File: config.mk
export PLATFORM = sky130hd
export DESIGN_NAME = majority_vote_arbiter
export DESIGN_NICKNAME = d
export VERILOG_FILES = /design/src/rtl/majority_vote_arbiter.sv
export SDC_FILE = /design/constraint.sdc
export NUM_CORES = 1
export LEC_CHECK = 0
export BUFFER_PORTS_ARGS = -buffer_cell sky130_fd_sc_hd__buf_4
export CAP_MARGIN = 25
export CORE_ASPECT_RATIO = 1.4
export CORE_MARGIN = 2
export CORE_UTILIZATION = 40
export CTS_BUF_LIST = sky130_fd_sc_hd__clkbuf_8 sky130_fd_sc_hd__clkbuf_16
export CTS_CLUSTER_DIAMETER = 200
export DETAILED_ROUTE_END_ITERATION = 6
export GPL_ROUTABILITY_DRIVEN = 1
export GPL_TIMING_DRIVEN = 0
export HOLD_SLACK_MARGIN = 0.05
export PLACE_DENSITY = 0.73
export REMOVE_ABC_BUFFERS = 1
export SYNTH_ARGS = -nofsm -noshare
export SYNTH_HDL_FRONTEND = slang
export SYNTH_SLANG_ARGS = --single-unit
File: constraint.sdc
create_clock -name clk -period 2.6 [get_ports clk]
set_input_delay 0.26 -clock clk [delete_from_list [all_inputs] [get_ports clk]]
set_output_delay 0.26 -clock clk [all_outputs]
set_load 0.03 [all_outputs]
File: src/rtl/majority_vote_arbiter.sv
// Round-robin arbiter that feeds NREQ ballot sources into one shared 5-bit
// majority evaluator built on an 8-to-1 mux, returning verdict, count and ID.

module mux (
   input  logic [2:0] sel_i,
   input  logic [7:0] d_i,
   output logic       y_o
);
   assign y_o = d_i[sel_i];
endmodule

module majority_vote_arbiter #(
   parameter int NREQ = 4,
   parameter int IDW  = 2
) (
   input  logic              clk,
   input  logic              reset,
   input  logic [NREQ-1:0]   req_valid,
   input  logic [5*NREQ-1:0] req_data,
   output logic [NREQ-1:0]   req_ready,
   output logic              res_valid,
   input  logic              res_ready,
   output logic              res_out,
   output logic [2:0]        res_count,
   output logic [IDW-1:0]    res_id
);

   localparam logic [1:0] S_IDLE   = 2'd0;
   localparam logic [1:0] S_EVAL   = 2'd1;
   localparam logic [1:0] S_RESULT = 2'd2;

   logic [1:0]     state_q, state_d;
   logic [IDW-1:0] ptr_q, ptr_d;
   logic [IDW-1:0] id_q, id_d;
   logic [4:0]     vote_q, vote_d;
   logic           res_out_q, res_out_d;
   logic [2:0]     res_count_q, res_count_d;
   logic [IDW-1:0] res_id_q, res_id_d;

   logic           grant_found;
   logic [IDW-1:0] grant_idx;
   logic [7:0]     mux_d;
   logic           mux_y;

   function automatic logic [2:0] popcount5(input logic [4:0] v);
      logic [2:0] c;
      c = '0;
      for (int i = 0; i < 5; i++) begin
         c = c + {2'b00, v[i]};
      end
      return c;
   endfunction

   // Scan starting at ptr_q, wrapping at NREQ; first valid requester wins.
   always_comb begin
      logic [IDW:0]   sum;
      logic [IDW-1:0] idx;
      grant_found = 1'b0;
      grant_idx   = '0;
      for (int k = 0; k < NREQ; k++) begin
         sum = {1'b0, ptr_q} + (IDW+1)'(k);
         if (sum >= (IDW+1)'(NREQ)) begin
            sum = sum - (IDW+1)'(NREQ);
         end
         idx = sum[IDW-1:0];
         if (!grant_found && req_valid[idx]) begin
            grant_found = 1'b1;
            grant_idx   = idx;
         end
      end
   end

   always_comb begin
      req_ready = '0;
      if (state_q == S_IDLE && grant_found && !reset) begin
         req_ready[grant_idx] = 1'b1;
      end
   end

   // With three top bits selecting, the two low bits decide the tie cases.
   assign mux_d = {1'b1,
                   vote_q[1] | vote_q[0], vote_q[1] | vote_q[0], vote_q[1] & vote_q[0],
                   vote_q[1] | vote_q[0], vote_q[1] & vote_q[0], vote_q[1] & vote_q[0],
                   1'b0};

   mux u_mux (
      .sel_i (vote_q[4:2]),
      .d_i   (mux_d),
      .y_o   (mux_y)
   );

   always_comb begin
      state_d     = state_q;
      ptr_d       = ptr_q;
      id_d        = id_q;
      vote_d      = vote_q;
      res_out_d   = res_out_q;
      res_count_d = res_count_q;
      res_id_d    = res_id_q;
      case (state_q)
         S_IDLE: begin
            if (grant_found) begin
               vote_d  = req_data[5*grant_idx +: 5];
               id_d    = grant_idx;
               ptr_d   = (grant_idx == IDW'(NREQ-1)) ? '0 : grant_idx + IDW'(1);
               state_d = S_EVAL;
            end
         end
         S_EVAL: begin
            res_out_d   = mux_y;
            res_count_d = popcount5(vote_q);
            res_id_d    = id_q;
            state_d     = S_RESULT;
         end
         S_RESULT: begin
            if (res_ready) begin
               state_d = S_IDLE;
            end
         end
         default: state_d = S_IDLE;
      endcase
   end

   always_ff @(posedge clk) begin
      if (reset) begin
         state_q     <= S_IDLE;
         ptr_q       <= '0;
         id_q        <= '0;
         vote_q      <= '0;
         res_out_q   <= 1'b0;
         res_count_q <= '0;
         res_id_q    <= '0;
      end else begin
         state_q     <= state_d;
         ptr_q       <= ptr_d;
         id_q        <= id_d;
         vote_q      <= vote_d;
         res_out_q   <= res_out_d;
         res_count_q <= res_count_d;
         res_id_q    <= res_id_d;
      end
   end

   assign res_valid = (state_q == S_RESULT);
   assign res_out   = res_out_q;
   assign res_count = res_count_q;
   assign res_id    = res_id_q;

endmodule

* Word level (Yosys, flattened, before mapping) *
Cells that the tools add are included.

storage, ports and cells
  register bits after elaboration = 17
  input port bits = 27
  word-level logic and storage cells = 81

cells by class
  add/subtract/negate cells = 12
  $mul = 1
  $lt $le $gt $ge = 11
  equality and inequality tests = 5
  shifts and indexed selects = 1
  mux-type cells = 29
  bitwise operators = 2
  reduce and logical (&&, ||, !) cells = 13

operators by type and width
  cell                 count
  $mux 2               11
  $shiftx 20x6->5      1
  $lt 2x3->1 const B   5
  $mux 1               10
  $ge 3x3->1 const B   3
  $bmux 1 s2           4
  $sub 2x1->2 const B  4
  $add 2x2->3 const B  2
  $add 3x1->3          2
  $logic_and 1x1->1    6
  $pmux 2 s3           1
  $mul 3x2->5 const A  1
  $eq 2x2->1 const B   2
  $logic_not 1->1      4
  $lt 3x4->1 const B   1
  $mux 4               1
  $reduce_and 2->1     2
  $add 2x1->3          1
  $add 2x1->3 const B  1
  $bmux 1 s3           1
  $ge 2x3->1 const B   1
  $add 1x1->2          1
  $add 2x1->2 const B  1
  $demux 1 s2          1
  other kinds (7)      7

* Longest topological paths before layout *
Gate-level depths: netlist (run 1).

  word-level depth = 19
  mapped depth = 7
  gate-level depth less buffers = 6

* Hierarchy *
From an unflattened synthesis (run 1), not the netlist that was laid out.

second synthesis, totals
  cell total of the unflattened synthesis = 111
  area total of the unflattened synthesis = 1073.5 um^2

by module, submodules not included
  module                 instances  cells each  area an instance (um^2)  sequential area each (um^2)
  majority_vote_arbiter  1          108         1009.7                   340.3
  mux                    1          3           63.8                     0.0

* Least setup slack after synthesis (run 1) *
OpenSTA, ideal clock, no wires.

  path type = flip-flop to output port
  start point = reg ptr_q[0]
  end point = out req_ready[1]
  arrival = 1.580 ns
  setup slack = 0.760 ns
  cell stages (with the launch flop) = 8
  cells stage by stage = dfxtp_1 -> nand2b_1 -> a21oi_1 -> a211o_1 -> buf_6 -> buf_12 -> nand2b_1 -> nor2_1

between the ends
  word-level cells in the longest chain between the ends = 19
  elaborated cells between the ends (all ways) = 45
  those cells by class = add/sub (7); order compare (6); mux (23); reduce/logical (9)

ends and longest elaborated chain
  item                                                  RTL line  RTL
  start, declared                                       33        logic [IDW-1:0] ptr_q, ptr_d;
  start signal, assigned                                135       ptr_q <= ptr_d;
  branches (longest 18 deep; another with $add 2x1->3)  n/a
  $mux 4 (*)                                            75        if (state_q == S_IDLE && grant_found && !reset) begin
  end, declared                                         20        output logic [NREQ-1:0] req_ready,

Mark *: on every way between the ends. The select of a mux whose other input is x is not followed.

* Final worst setup path (run 1) *
  start point = reg ptr_q[0]
  end point = out req_ready[3]

Same word-level chain as after synthesis.

==> results of run 1 <==
==> per-layer routing <==
layer  track usage (%)  wire (microns)  up-vias  share of wire, %
met3             2.542              93        5               4.4
met5                 0               0        -                 0
met1             17.20             820      406                39
met4             7.292              55        0               2.6
met2             27.43            1145       34                54
li1                  -               -      475                 -
==> worst max-delay path, stage by stage, from the launching register on <==
cell and delay [ns]:
dfxtp_1 0.38, nand2b_1 0.12, a21oi_1 0.06, a211o_1 0.52, nand2b_1 0.27, nor2_1 0.09, buf_4 0.16
==> logic make-up (layout without fill, tap and decap cells) <==
| logic type | Yosys count | after routing | synth area share (%) |
|---|---|---|---|
| AO/OA/AOI/OAI | 27 | 27 | 19.71 |
| XOR/XNOR | 2 | 2 | 1.714 |
| adder cells (fa/ha/maj) | 6 | 6 | 8.569 |
| buffers and inverters | 8 | 46 | 5.263 |
| flip-flops | 17 | 17 | 33.29 |
| multiplexers | 11 | 11 | 10.77 |
| AND/OR/NAND/NOR | 41 | 41 | 20.69 |
==> sequential cells by signal, indices dropped and copies added, names as in the netlist <==
signal / cells
res_count: 3
vote_q: 5
res_out: 1
state_q: 2
ptr_q: 2
id_q: 2
res_id: 2
==> cell usage after synthesis, types with 2 or more instances <==
| library cell | n | area [sq um] |
|---|---|---|
| a21oi_1 | 13 | 65.06 |
| dfxtp_1 | 17 | 340.3 |
| fa_1 | 2 | 40.04 |
| ha_1 | 3 | 37.54 |
| inv_1 | 5 | 18.77 |
| mux2i_1 | 11 | 110.1 |
| nand2_1 | 17 | 63.81 |
| nand2b_1 | 6 | 37.54 |
| nand3b_1 | 3 | 22.52 |
| nor2_1 | 8 | 30.03 |
| nor2b_1 | 2 | 12.51 |
| o221ai_1 | 5 | 43.79 |
| or3_1 | 2 | 12.51 |
| xnor2_1 | 2 | 17.52 |
==> how the worst max path moves through the flow <==
stage / from / to / slack, ns
final: ptr_q[0] / req_ready[3] / 0.49
after global routing: ptr_q[0] / req_ready[0] / 0.39
after CTS: ptr_q[0] / req_ready[3] / 0.48
after detailed placement: req_valid[1] / req_ready[3] / 0.70
after global placement: req_valid[1] / req_ready[3] / 0.72
after floorplan: ptr_q[0] / req_ready[1] / 0.73
==> where the power goes <==
part / switching (mW) / internal (mW)
registers: 0.0427 / 0.297
logic: 0.158 / 0.143
clock network: 0.0937 / 0.107
==> area by class of cell <==
type                    instances  area, sq um  share of cell area [%]
clock buffers                   3        41.29                   3.050
inverters                       5        18.77                   1.386
flip-flops and latches         17        340.3                   25.14
multi-input cells              87        628.1                   46.40
clock inverters                 1        5.005                  0.3697
well taps                      34        42.54                   3.142
repair buffers                 37        277.8                   20.52
==> summary.txt, run 1 <==
Finish
  • Utilization after layout: 56.00%
  • Finished Cell Area: 0.001354 sq mm
  • # nets final: 183
  • Commonest non-fill, non-tap cells in the layout: buf_4 (37), nand2_1 (17), dfxtp_1 (17)
  • Filler instances: 253
  • Share of layout cells above drive strength 1: 32.00%
  • Cell Count, Final, Fillers Out: 184
  • Area growth syn-to-layout: 32.44%
  • Most common cell after layout, fill and taps aside: buf_4
  • Diode count: 0

Worst setup path
  • Worst reg2reg startpoint: vote_q[3]
  • Setup crit end kind: primary output
  • Worst-case reg-to-reg path depth: 5
  • Critical Path AT: 1.85 ns
  • CP max FO: 14
  • Worst R2R End: res_count[1]
  • Crit start category: flop
  • Crit path required time: 2.34 ns
  • Crit Path Class: flop to primary output
  • Reg2reg setup slack: 0.76 ns

CTS
  • Clock sink count: 17
  • Maximum root-to-sink buffer count: 2
  • CTS root buf: clkbuf_8
  • Worst-Skew Late Latency: 0.26 ns
  • Hold-fix buffers, CTS: 0
  • H-tree depth: 1
  • Post-CTS setup buffer count: 0
  • Resized Gates After CTS: 0
  • Inserted Clock Buffers: 3
  • Worst-path clk slew: 0.07 ns
  • TritonCTS clock tree: done

Synthesis
  • Syn. warnings: 0
  • Mapped Area: 0.001022 sq mm
  • Number of flops mapped to enable cells by yosys: 0
  • Primary FF master, synth: dfxtp_1
  • Ys async rst share: 0%
  • Netlist cell types: 30
  • Yosys reg bits: 17
  • Post-synthesis sequential area ratio: 33.29%
  • Mapped Cells: 112
  • Avg Inst Size Synth: 9.127 sq um

Worst hold path
  • Worst hold path startpoint: res_ready
  • Hold depth: 3
  • Hold Crit Class: primary input to flop
  • Hold EP: state_q[1]

Timing
  • Minimum clock period: 2.109 ns
  • Fin crit share: 81.13%
  • RSZ-0062 raised after global routing: false
  • Worst relative slew slack: 42.77%
  • # setup viols final: 0
  • Skew final: 0.001597 ns
  • Worst slew pin tran: 0.8526 ns
  • Slew Viols, Final: 0
  • Fin. Hold Viols: 0
  • Worst setup margin: 0.4905 ns
  • Fmax: 474.0 MHz
  • WHS: 0.2661 ns
  • Setup TNS: 0 ns

Floorplan
  • Die X: 46.73 microns
  • Core area: 0.002417 sq mm
  • Ports: 38
  • Die span in y: 63.82 microns
  • Initial Util: 42.29%
  • Die area: 0.002982 sq mm
  • Row Count: 21

Power
  • Power, Total: 0.8409 mW
  • Worst ir drop on vdd: 0.0002861 V
  • Cell Pwr Density: 621.2 mW/mm^2
  • LEAKAGE: 0.6109 nW

Routing
  • First-pass DRT Iterations: 4
  • DRT iter0 DRCs: 24
  • Vias/cell: 5.000
  • WL/cell: 11.49 microns
  • Antenna-violating nets left: 0
  • Final WL: 2.115 mm
  • Drt drc: 0
  • Via count: 920

Placed design
  • Pre-CTS setup slack: 0.7008 ns
  • Gpl congestion: 0.7639
  • DP HPWL: 1.684 mm
  • I/O Buffers: 37
  • DP Cell Count: 180
  • Placed instance area: 0.001308 sq mm

GRT
  • Initial antenna violation count: 0
  • Number of global-route vias before repair: 862
  • Pin count of the biggest net entering global routing: 18
  • First-pass GRT wire length: 3.463 mm
  • GRT Total Usage: 15.60%
  • Total grt overflow: 0

Job
  • Max cap viols: 0

Outcome
  • Run status: completed
Power figures use the tool's default switching activity.
==> run 2: changes to the inputs <==
--- a/config.mk
+++ b/config.mk
@@ -16,7 +16,7 @@
 export GPL_ROUTABILITY_DRIVEN = 1
 export GPL_TIMING_DRIVEN = 0
 export HOLD_SLACK_MARGIN = 0.05
-export PLACE_DENSITY = 0.73
+export PLACE_DENSITY = 0.76
 export REMOVE_ABC_BUFFERS = 1
 export SYNTH_ARGS = -nofsm -noshare
 export SYNTH_HDL_FRONTEND = slang
==> constraint.sdc (replaced) <==
create_clock -name clk -period 1.7 [get_ports clk]
set_input_delay 0.17 -clock clk [delete_from_list [all_inputs] [get_ports clk]]
set_output_delay 0.17 -clock clk [all_outputs]
set_load 0.03 [all_outputs]
==> summary.txt, run 2 (synthesized netlist as in run 1, its figures left out) <==
Timing
  • RSZ-0062 raised after global routing: true
  • Setup TNS: -0.005333 ns (-0.005333 ns)
  • Fin crit share: 100.2%
  • Fmax: 587.3 MHz
  • Slew Viols, Final: 0 (unchanged)
  • Minimum clock period: 1.703 ns
  • Skew final: 0.003311 ns (+0.001714 ns)
  • # setup viols final: 2 (+2)
  • Worst relative slew slack: 45.12% (+2.3 points)
  • Fin. Hold Viols: 0 (unchanged)
  • Worst setup margin: -0.002746 ns (-0.4933 ns)
  • WHS: 0.1805 ns (-0.08564 ns)
  • Worst slew pin tran: 0.8177 ns (-0.03490 ns)

Floorplan
  • Die area: 0.002982 sq mm (unchanged)
  • Die X: 46.73 microns (unchanged)
  • Initial Util: 42.29% (unchanged)
  • Ports: 38 (unchanged)
  • Core area: 0.002417 sq mm (unchanged)
  • Die span in y: 63.82 microns (unchanged)
  • Row Count: 21 (unchanged)

Routing
  • WL/cell: 12.19 microns (+6.0%)
  • Final WL: 2.352 mm (+11%)
  • Antenna-violating nets left: 0 (unchanged)
  • Vias/cell: 5.233 (+4.7%)
  • Via count: 1010 (+9.8%)
  • Drt drc: 0 (unchanged)
  • DRT iter0 DRCs: 10 (-58%)
  • First-pass DRT Iterations: 4 (unchanged)

Power
  • Worst ir drop on vdd: 0.0004746 V (+66%)
  • LEAKAGE: 0.6655 nW (+8.9%)
  • Cell Pwr Density: 934.8 mW/mm^2 (+50%)

Placed design
  • I/O Buffers: 37 (unchanged)
  • Placed instance area: 0.001308 sq mm (unchanged)
  • Gpl congestion: 0.7808 (+2.2%)
  • DP Cell Count: 180 (unchanged)
  • DP HPWL: 1.660 mm (-1.4%)

Worst setup path
  • CP max FO: 2 (-12)
  • CP Cell Sequence: fa_1 > fa_2 > ha_4 > nand2_2 > a21oi_2
  • Setup crit end kind: flop
  • Crit path launch: vote_q[1]
  • Worst path slowest cell: fa_1
  • Max incr delay on CP: 0.50 ns (-0.02 ns)
  • Worst R2R End: res_count[1]
  • Crit path required time: 1.89 ns (-0.45 ns)
  • Worst Setup EP: res_count[1]
  • Critical Path AT: 1.89 ns (+0.04 ns)
  • Worst reg2reg startpoint: vote_q[1]
  • Crit start category: flop
  • Crit Path Class: flop to flop
  • Reg2reg setup slack: -0.003 ns (-0.76 ns)
  • Worst-case reg-to-reg path depth: 5 (unchanged)

CTS
  • CTS root buf: clkbuf_8
  • H-tree depth: 1 (unchanged)
  • Inserted Clock Buffers: 3 (unchanged)
  • Worst-path clk slew: 0.07 ns (about the same)
  • Maximum root-to-sink buffer count: 2 (unchanged)
  • Worst-Skew Late Latency: 0.25 ns (about the same)
  • Hold-fix buffers, CTS: 0 (unchanged)
  • Clock sink count: 17 (unchanged)
  • TritonCTS clock tree: done

Finish
  • Finished Cell Area: 0.001501 sq mm (+11%)
  • Top reg by flops: vote_q
  • Area growth syn-to-layout: 46.88%
  • Number of flip-flops in the largest register: 5 (unchanged)
  • # nets final: 192 (+4.9%)
  • Cell Count, Final, Fillers Out: 193 (+4.9%)
  • Most common cell after layout, fill and taps aside: buf_4
  • Share of layout cells above drive strength 1: 45.28% (+13 points)
  • Diode count: 0 (unchanged)
  • Commonest non-fill, non-tap cells in the layout: buf_4 (43), nand2_1 (15), a21oi_1 (12)

GRT
  • Initial antenna violation count: 0 (unchanged)
  • Total grt overflow: 0 (unchanged)
  • GRT Total Usage: 15.56% (-0.038 points)
  • Number of global-route vias before repair: 905 (+5.0%)
  • First-pass GRT wire length: 3.470 mm (+0.20%)
  • Pin count of the biggest net entering global routing: 18 (unchanged)

Outcome
  • Failing checks: setup timing
  • Run status: finished, violations left

Worst hold path
  • Hold Crit Class: primary input to flop

Job
  • Max cap viols: 0 (unchanged)
[run 2: changes by cell type in the layout (fill, tap and decap cells not counted), moves of 3 or more]
cell	delta
buf_6	+3
dfxtp_2	+4
dfxtp_1	-6
buf_4	+6
nor2_1	-3
[run 2: metal layers]
metal / part of all wire, % / up-vias / routed length (microns) / track usage [%]
met5: 0 / - / 0 / 0
met4: 1.7 / 0 / 41 / 6.944
met3: 5.0 / 7 / 118 / 3.672
met2: 55 / 33 / 1300 / 27.43
met1: 38 / 474 / 892 / 16.55
li1: - / 496 / - / -
[run 2: repair_timing]
item,in CTS,in global routing
gates cloned,0,0
pin swaps,3,5
resized for setup,8,16
endpoints found under the setup margin,6,5
setup buffers,3,6
[run 2: how the worst min path moves through the flow]
stage | start | endpoint | slack (ns) | cells past startpoint
floorplan | reset | ptr_q[1] | 0.23 | 1
global placement | id_q[0] | res_id[0] | 0.44 | 2
detailed placement | res_id[1] | res_id[1] | 0.45 | 2
CTS | res_ready | state_q[1] | 0.19 | 3
global route | res_ready | state_q[1] | 0.19 | 3
finish | res_ready | state_q[1] | 0.18 | 3
[run 2: cell type report]
class | instances | area, sq um
inverters | 5 | 18.77
clock buffers | 3 | 41.29
fillers | 225 | 915.9
clock inverters | 1 | 3.754
multi-input cells | 87 | 685.7
flip-flops and latches | 17 | 352.8
well taps | 34 | 42.54
repair buffers | 46 | 356.6
[run 2: report_power, final]
part | internal, mW | total, mW | switching (mW) | leakage (nW)
registers | 0.462 | 0.526 | 0.0640 | 0.142
logic | 0.293 | 0.579 | 0.286 | 0.497
clock network | 0.160 | 0.299 | 0.139 | 0.0269
[run 2: worst max-delay path: cells and delay by family, from the launching register on]
kind	cells	cell delay [ns]
and+or+nand+nor	1	0.04
DFF	1	0.33
adders and majority gates	3	1.16
AOI/OAI and AO/OA	1	0.11
[run 2: through the flow]
| step | power, mW | setup slack (ns) | utilization [%] |
|---|---|---|---|
| 4_1_cts | 1.328 | -0.006372 | 57.66 |
| 5_1_grt | 1.486 | -0.07617 | 62.11 |
| 6_report | 1.404 | -0.002746 | 62.11 |
| 2_1_floorplan | 0.8397 | -0.07865 | - |
| 3_3_place_gp | 0.9730 | -0.06675 | 54.09 |
| 3_5_place_dp | 0.9923 | -0.1169 | 54.09 |
